File: src/rtl/push_debounce.sv
// Push-button conditioning: two-flop synchroniser, per-button debounce FSM,
// registered debounced level and a single-cycle pulse on each accepted press.
// Buttons are active-low at the pins. Level_o and Pulse_o are active-high.
module push_debounce #(
  parameter int N_BTN      = 2,
  parameter int DEB_CYCLES = 1000000,
  parameter int CNT_W      = 20
) (
  input  logic             Clk,
  input  logic             Rst,
  input  logic [N_BTN-1:0] Push_i,
  output logic [N_BTN-1:0] Level_o,
  output logic [N_BTN-1:0] Pulse_o
);

  // REL/PRS are the stable states. The *_CHK states count consecutive samples
  // of the opposite value before the change is accepted.
  typedef enum logic [1:0] {
    REL     = 2'd0,
    REL_CHK = 2'd1,
    PRS     = 2'd2,
    PRS_CHK = 2'd3
  } state_e;

  // The counter is reloaded with 1 on entry to a CHK state. The change is
  // accepted when it reaches DEB_CYCLES-1 and one more matching sample arrives.
  localparam logic [CNT_W-1:0] CNT_LAST = CNT_W'(DEB_CYCLES - 1);
  localparam logic [CNT_W-1:0] CNT_ONE  = CNT_W'(1);

  // Synchroniser stages. Reset to the released level (1).
  logic [N_BTN-1:0] sync1_q;
  logic [N_BTN-1:0] sync2_q;
  logic [N_BTN-1:0] pressed;

  // Per-button FSM state and debounce counter.
  state_e           state_q [N_BTN];
  state_e           state_d [N_BTN];
  logic [CNT_W-1:0] cnt_q   [N_BTN];
  logic [CNT_W-1:0] cnt_d   [N_BTN];

  // Registered outputs.
  logic [N_BTN-1:0] level_q;
  logic [N_BTN-1:0] level_d;
  logic [N_BTN-1:0] pulse_q;
  logic [N_BTN-1:0] pulse_d;

  // Counter increment that saturates at the acceptance value. The FSM never
  // asks for more than that, so the counter cannot wrap.
  function automatic logic [CNT_W-1:0] cnt_inc(input logic [CNT_W-1:0] c);
    if (c >= CNT_LAST) begin
      return CNT_LAST;
    end
    return c + CNT_ONE;
  endfunction

  // Two-flop synchroniser for the asynchronous raw button pins.
  always_ff @(posedge Clk or posedge Rst) begin
    if (Rst) begin
      sync1_q <= '1;
      sync2_q <= '1;
    end else begin
      sync1_q <= Push_i;
      sync2_q <= sync1_q;
    end
  end

  // The FSM works in the pressed domain: 1 means the button is held.
  assign pressed = ~sync2_q;

  // State register: FSM state, counters and registered outputs for every button.
  always_ff @(posedge Clk or posedge Rst) begin
    if (Rst) begin
      for (int i = 0; i < N_BTN; i++) begin
        state_q[i] <= REL;
        cnt_q[i]   <= '0;
      end
      level_q <= '0;
      pulse_q <= '0;
    end else begin
      for (int i = 0; i < N_BTN; i++) begin
        state_q[i] <= state_d[i];
        cnt_q[i]   <= cnt_d[i];
      end
      level_q <= level_d;
      pulse_q <= pulse_d;
    end
  end

  // Next-state logic. Each button is evaluated independently, with no shared terms.
  always_comb begin
    for (int i = 0; i < N_BTN; i++) begin
      state_d[i] = state_q[i];
      cnt_d[i]   = cnt_q[i];
      unique case (state_q[i])
        REL: begin
          if (pressed[i]) begin
            state_d[i] = REL_CHK;
            cnt_d[i]   = CNT_ONE;
          end else begin
            cnt_d[i]   = '0;
          end
        end
        REL_CHK: begin
          if (!pressed[i]) begin
            // Bounce back to released. Reject the change and restart later.
            state_d[i] = REL;
            cnt_d[i]   = '0;
          end else if (cnt_q[i] == CNT_LAST) begin
            state_d[i] = PRS;
            cnt_d[i]   = '0;
          end else begin
            cnt_d[i]   = cnt_inc(cnt_q[i]);
          end
        end
        PRS: begin
          if (!pressed[i]) begin
            state_d[i] = PRS_CHK;
            cnt_d[i]   = CNT_ONE;
          end else begin
            cnt_d[i]   = '0;
          end
        end
        PRS_CHK: begin
          if (pressed[i]) begin
            // Bounce back to held. The button stays pressed.
            state_d[i] = PRS;
            cnt_d[i]   = '0;
          end else if (cnt_q[i] == CNT_LAST) begin
            state_d[i] = REL;
            cnt_d[i]   = '0;
          end else begin
            cnt_d[i]   = cnt_inc(cnt_q[i]);
          end
        end
        default: begin
          state_d[i] = REL;
          cnt_d[i]   = '0;
        end
      endcase
    end
  end

  // Output decode from the next state, so the registered level rises together
  // with the pulse and falls on the edge that enters REL.
  always_comb begin
    level_d = '0;
    pulse_d = '0;
    for (int i = 0; i < N_BTN; i++) begin
      level_d[i] = (state_d[i] == PRS) || (state_d[i] == PRS_CHK);
      pulse_d[i] = (state_q[i] == REL_CHK) && (state_d[i] == PRS);
    end
  end

  assign Level_o = level_q;
  assign Pulse_o = pulse_q;

endmodule
File: config.mk
export PLATFORM = sky130hd
export DESIGN_NAME = push_debounce
export DESIGN_NICKNAME = d
export VERILOG_FILES = /design/src/rtl/push_debounce.sv
export SDC_FILE = /design/constraint.sdc
export NUM_CORES = 1
export LEC_CHECK = 0
export CAP_MARGIN = 30
export CORE_ASPECT_RATIO = 2
export CORE_MARGIN = 10
export CORE_UTILIZATION = 54
export DETAILED_ROUTE_END_ITERATION = 8
export GPL_TIMING_DRIVEN = 0
export PLACE_DENSITY_LB_ADDON = 0.25
export SKIP_LAST_GASP = 1
export SLEW_MARGIN = 15
export SYNTH_ARGS = -nofsm -noshare
export SYNTH_HDL_FRONTEND = slang
export SYNTH_SLANG_ARGS = --single-unit
File: constraint.sdc
create_clock -name Clk -period 1.67 [get_ports Clk]
set_input_delay 0.501 -clock Clk [delete_from_list [all_inputs] [get_ports Clk]]
set_output_delay 0.501 -clock Clk [all_outputs]
set_load 0.1 [all_outputs]
== Word-level counts from Yosys, hierarchy flattened ==
Cells that the tools add are included.

* Output and inout bits: 4
* Latch bits: 0
* Memories kept: 0
* Register bits after elaboration: 52
* Word-level logic and storage cells: 77
* Memory bits (writable): 0
* Bits in read-only memories: 0

* Bitwise logic cells: 1
* $mul: 0
* Reductions and logical operators: 6
* Div/mod/pow operators: 0
* Shifts and indexed selects: 0
* Eq/ne operators: 12
* Muxes and demuxes: 46
* $lt $le $gt $ge: 2
* Add/subtract/negate cells: 2

{| class="wikitable"
|+ Operators by type and width
! operator !! number
|-
| $mux 20 || 14
|-
| $pmux 20 s4 || 2
|-
| $add 20x1->20 const B || 2
|-
| $eq 20x20->1 const B || 2
|-
| $ge 20x20->1 const B || 2
|-
| $mux 2 || 12
|-
| $eq 2x2->1 const B || 8
|-
| $mux 1 || 16
|-
| $pmux 2 s4 || 2
|-
| $eq 2x1->1 const B || 2
|-
| $logic_not 2->1 || 2
|-
| $logic_and 1x1->1 || 2
|-
| $logic_or 1x1->1 || 2
|-
| $not 2->2 || 1
|}

== Depth between registers and ports, before layout ==
* Word-level depth: 9
* Gate-level depth with buffers: 7

== Worst setup path before layout ==
No wires, ideal clock.

* Kind: flip-flop to flip-flop
* From: reg cnt_q[0] (netlist bit)
* To: reg cnt_q[19] (netlist bit)
* Setup slack: -172 ps
* Arrival: 1710 ps
* Buffers on the path: 1
* Required time: 1538 ps
* Library setup time: 132 ps
* Stages on the path, launching flop included: 7
* Cell sequence: dfrtp_1 -> ha_1 -> and4_1 -> nand2_1 -> o41ai_1 -> clkbuf_1 -> nor2_1

{| class="wikitable"
|+ RTL lines
! what !! line !! RTL
|-
| start: declaration || 38 || <nowiki>logic [CNT_W-1:0] cnt_q [N_BTN];</nowiki>
|-
| start signal: indexed assignment || 82 || <nowiki>cnt_q[i] <= cnt_d[i];</nowiki>
|}

==> impl_metrics.json <==
{
  "ys_seq_area_frac": 0.516,
  "synth.most_common_cell": "dfrtp_1",
  "final_cell_count_no_fill": 333,
  "timing.slew.headroom": 0.675,
  "violations": "setup timing",
  "clkPwrFrac": 0.355,
  "grt_max_degree": 36,
  "critPathTopFamily": "simple AND/OR/NAND/NOR gates",
  "syn_nets": 246,
  "start_util": 0.567,
  "ff2ff_path_depth": 7,
  "critPathCaptureType": "register",
  "crit_type": "register to register",
  "layout-drive-gt1-share": 0.358,
  "coreArea_um2": 4380,
  "clk_pin_slew_worst_paths_ns": 0.09,
  "vias": 1914,
  "drc": 0,
  "drtPass1Iterations": 4,
  "overflow": 0,
  "ys_types": 42,
  "slowest_stage": "or4_4",
  "ys_ff_latch": 51,
  "hold_depth": 0,
  "ir_worst_vdd_uv": 835,
  "drv_cap": 0,
  "whs_endpoint": "sync2_q[1]$_DFF_PP1_",
  "cts_max_path_buffers": 2,
  "timing.fmax_mhz": 517,
  "p_sw_uw": 471,
  "antenna_left": 0,
  "htreeDepth": 2,
  "synth_edf_count": 0,
  "leakage_nw": 1.32,
  "grt_use_total": 0.147,
  "power.density_nw_per_um2": 677,
  "rr_endpoint": "cnt_q[21]$_DFF_PP0_",
  "rsz0062_at_grt": "true",
  "grt_pass1_wl_um": 9190,
  "pin_count": 8,
  "cts.sinks": 51,
  "comb_power_share": 0.059,
  "crit_buf_inv": 2,
  "internal_power_mw": 1.69,
  "worstMarginPinSlew_ns": 0.490,
  "dp.final_hpwl_um": 3470,
  "nNetsFinal": 284,
  "hold_viol": 0,
  "worstPathMaxFanout": 5,
  "finalMaxSlewViolations": 0,
  "placementRows": 34,
  "root_buffer": "clkbuf_8",
  "finalSetupViolCount": 43,
  "clk_latency_ns": 0.30,
  "antenna_cells": 0,
  "antenna_found_initial": 0,
  "slowest_delay_ns": 0.55,
  "reg2reg_slack_ns": -0.26,
  "area.growth.synth_to_final_pct": 28.3,
  "place_area_um2": 2670,
  "p_seq_frac": 0.587,
  "fp.dieH_um": 116,
  "portBuffers": 7,
  "first_iter_violations": 126,
  "worst_slack_ns": -0.264,
  "finalWirelength_um": 5600,
  "crit_path_start_kind": "register",
  "synth.cell_area_um2": 2480,
  "async_flop_share": 1.00,
  "avgRoutedWirePerCell_um": 16.8,
  "yosys-top-cells-area": "dfrtp_1, xor2_1, xnor2_1",
  "fp.dieArea_um2": 7870,
  "synthFlopType": "dfrtp_1",
  "cts_buffers": 5,
  "critPathArrivalTime_ns": 2.13,
  "grt_pass1_vias": 1999,
  "synth_top_area_frac": 0.474,
  "die_w_um": 67.9,
  "yosys-top-cells-count": "dfrtp_1, nor2_1, xor2_1",
  "finalInstanceArea_um2": 3190,
  "dp_cells": 302,
  "globalplace.congestion": 0.842,
  "syn_area_per_cell_um2": 10.3,
  "r2r_start": "cnt_q[30]$_DFF_PP0_",
  "hp-class": "register to register",
  "fin_skew_ns": 0.00720,
  "cts_tree": "yes",
  "final_min_period_over_clock_period": 1.16,
  "min_period_ns": 1.93,
  "cp.required_ns": 1.86,
  "min_from": "sync1_q[1]$_DFF_PP1_",
  "syn_inst": 240,
  "yosys.area.top_type": "dfrtp_1",
  "ctsHoldBuffers": 0,
  "outcome": "finished, violations left",
  "swShare": 0.218,
  "yosysWarnings": 0,
  "crit_chain": "or4_4 -> nor2_4 -> buf_4 -> and4_4 -> or2_4 -> clkbuf_16 -> a21oi_2",
  "viasPerCell": 5.75
}
## per-stage QoR
| step | setup slack (ns) | setup TNS [ns] | hold slack (ns) | utilization | power (mW) |
|---|---|---|---|---|---|
| 2_1_floorplan | -0.106 | -1.45 | 0.345 | - | 1.34 |
| 3_3_place_gp | -0.450 | -15.95 | 0.346 | 0.604 | 1.37 |
| 3_5_place_dp | -0.454 | -13.07 | 0.348 | 0.609 | 1.38 |
| 4_1_cts | -0.254 | -5.29 | 0.360 | 0.687 | 2.15 |
| 5_1_grt | -0.312 | -10.48 | 0.362 | 0.727 | 2.25 |
| 6_report | -0.264 | -7.55 | 0.360 | 0.727 | 2.16 |
## power groups by stage
stage / combinational (mW) / sequential, mW / clock, mW
finish: 0.127 / 1.27 / 0.765
global route: 0.137 / 1.27 / 0.841
floorplan: 0.0591 / 1.28 / 0
CTS: 0.110 / 1.26 / 0.781
global placement: 0.0822 / 1.29 / 0
detailed placement: 0.0908 / 1.29 / 0
## what timing repair did
item / CTS / global route
gates resized for setup: 51 / 24
pin swaps: 9 / 6
setup endpoints to repair: 51 / 48
cloned: 2 / 1
setup buffers: 13 / 10
## worst max-delay path by stage
stage	startpoint	end	slack [ns]	depth (start not counted)
detailed placement	Level_o[1]$_DFF_PP0_	Level_o[1]	-0.45	2
global placement	Level_o[1]$_DFF_PP0_	Level_o[1]	-0.45	2
finish	cnt_q[30]$_DFF_PP0_	cnt_q[21]$_DFF_PP0_	-0.26	7
floorplan	cnt_q[30]$_DFF_PP0_	cnt_q[21]$_DFF_PP0_	-0.11	6
CTS	cnt_q[30]$_DFF_PP0_	cnt_q[36]$_DFF_PP0_	-0.25	6
global route	cnt_q[30]$_DFF_PP0_	cnt_q[29]$_DFF_PP0_	-0.31	6
## layout by cell type, fill, tap and decap left out, types with 2 or more instances in the layout
cell type,count
a21oi_1,6
a21oi_2,17
and3_1,3
and4_1,3
and4_4,3
buf_12,3
buf_2,3
buf_4,21
buf_6,3
clkbuf_8,9
clkdlybuf4s50_1,3
dfrtp_1,45
dfrtp_2,2
dfstp_2,4
inv_1,7
mux2i_1,3
nand2_1,15
nand2_4,2
nand3_1,9
nand4_1,9
nor2_1,26
nor2b_1,2
nor3_1,4
nor3_2,11
nor4_4,2
or2_2,2
xnor2_1,16
xor2_1,19
## state kept, by name (all words and copies together) (netlist names)
signal	flops
state_q	3
cnt_q	40
sync1_q	2
Pulse_o	2
sync2_q	2
Level_o	2
## cell families (layout without fill, tap and decap cells)
| group | count (synthesis) | in the layout | share of synthesized area |
|---|---|---|---|
| xor gates and xnor gates | 35 | 35 | 0.123 |
| DFF | 51 | 51 | 0.516 |
| adders and majority gates | 2 | 2 | 0.0101 |
| buffers and inverters | 13 | 52 | 0.0252 |
| muxes | 4 | 4 | 0.0161 |
| and+or+nand+nor | 102 | 102 | 0.216 |
| AOI/OAI and AO/OA | 33 | 33 | 0.0932 |
## area by class of cell
type,count,area (um^2)
fill,295,1200
tap,54,67.6
timing repair buffer,31,285
buffer,5,63.8
inverter,8,33.8
multi-input combinational,176,1350
clock buffer,8,100
sequential,51,1280
## per-layer routing
layer  vias to the layer above  track usage  share of wire  wire (um)
met3                        20       0.0222          0.018         99
met4                         0       0.0756          0.047        264
met5                         -            0              0          0
met2                        31        0.273           0.58       3260
li1                        905            -              -          -
met1                       958        0.146           0.35       1980
No activity file was read; power rests on OpenSTA's default activity.
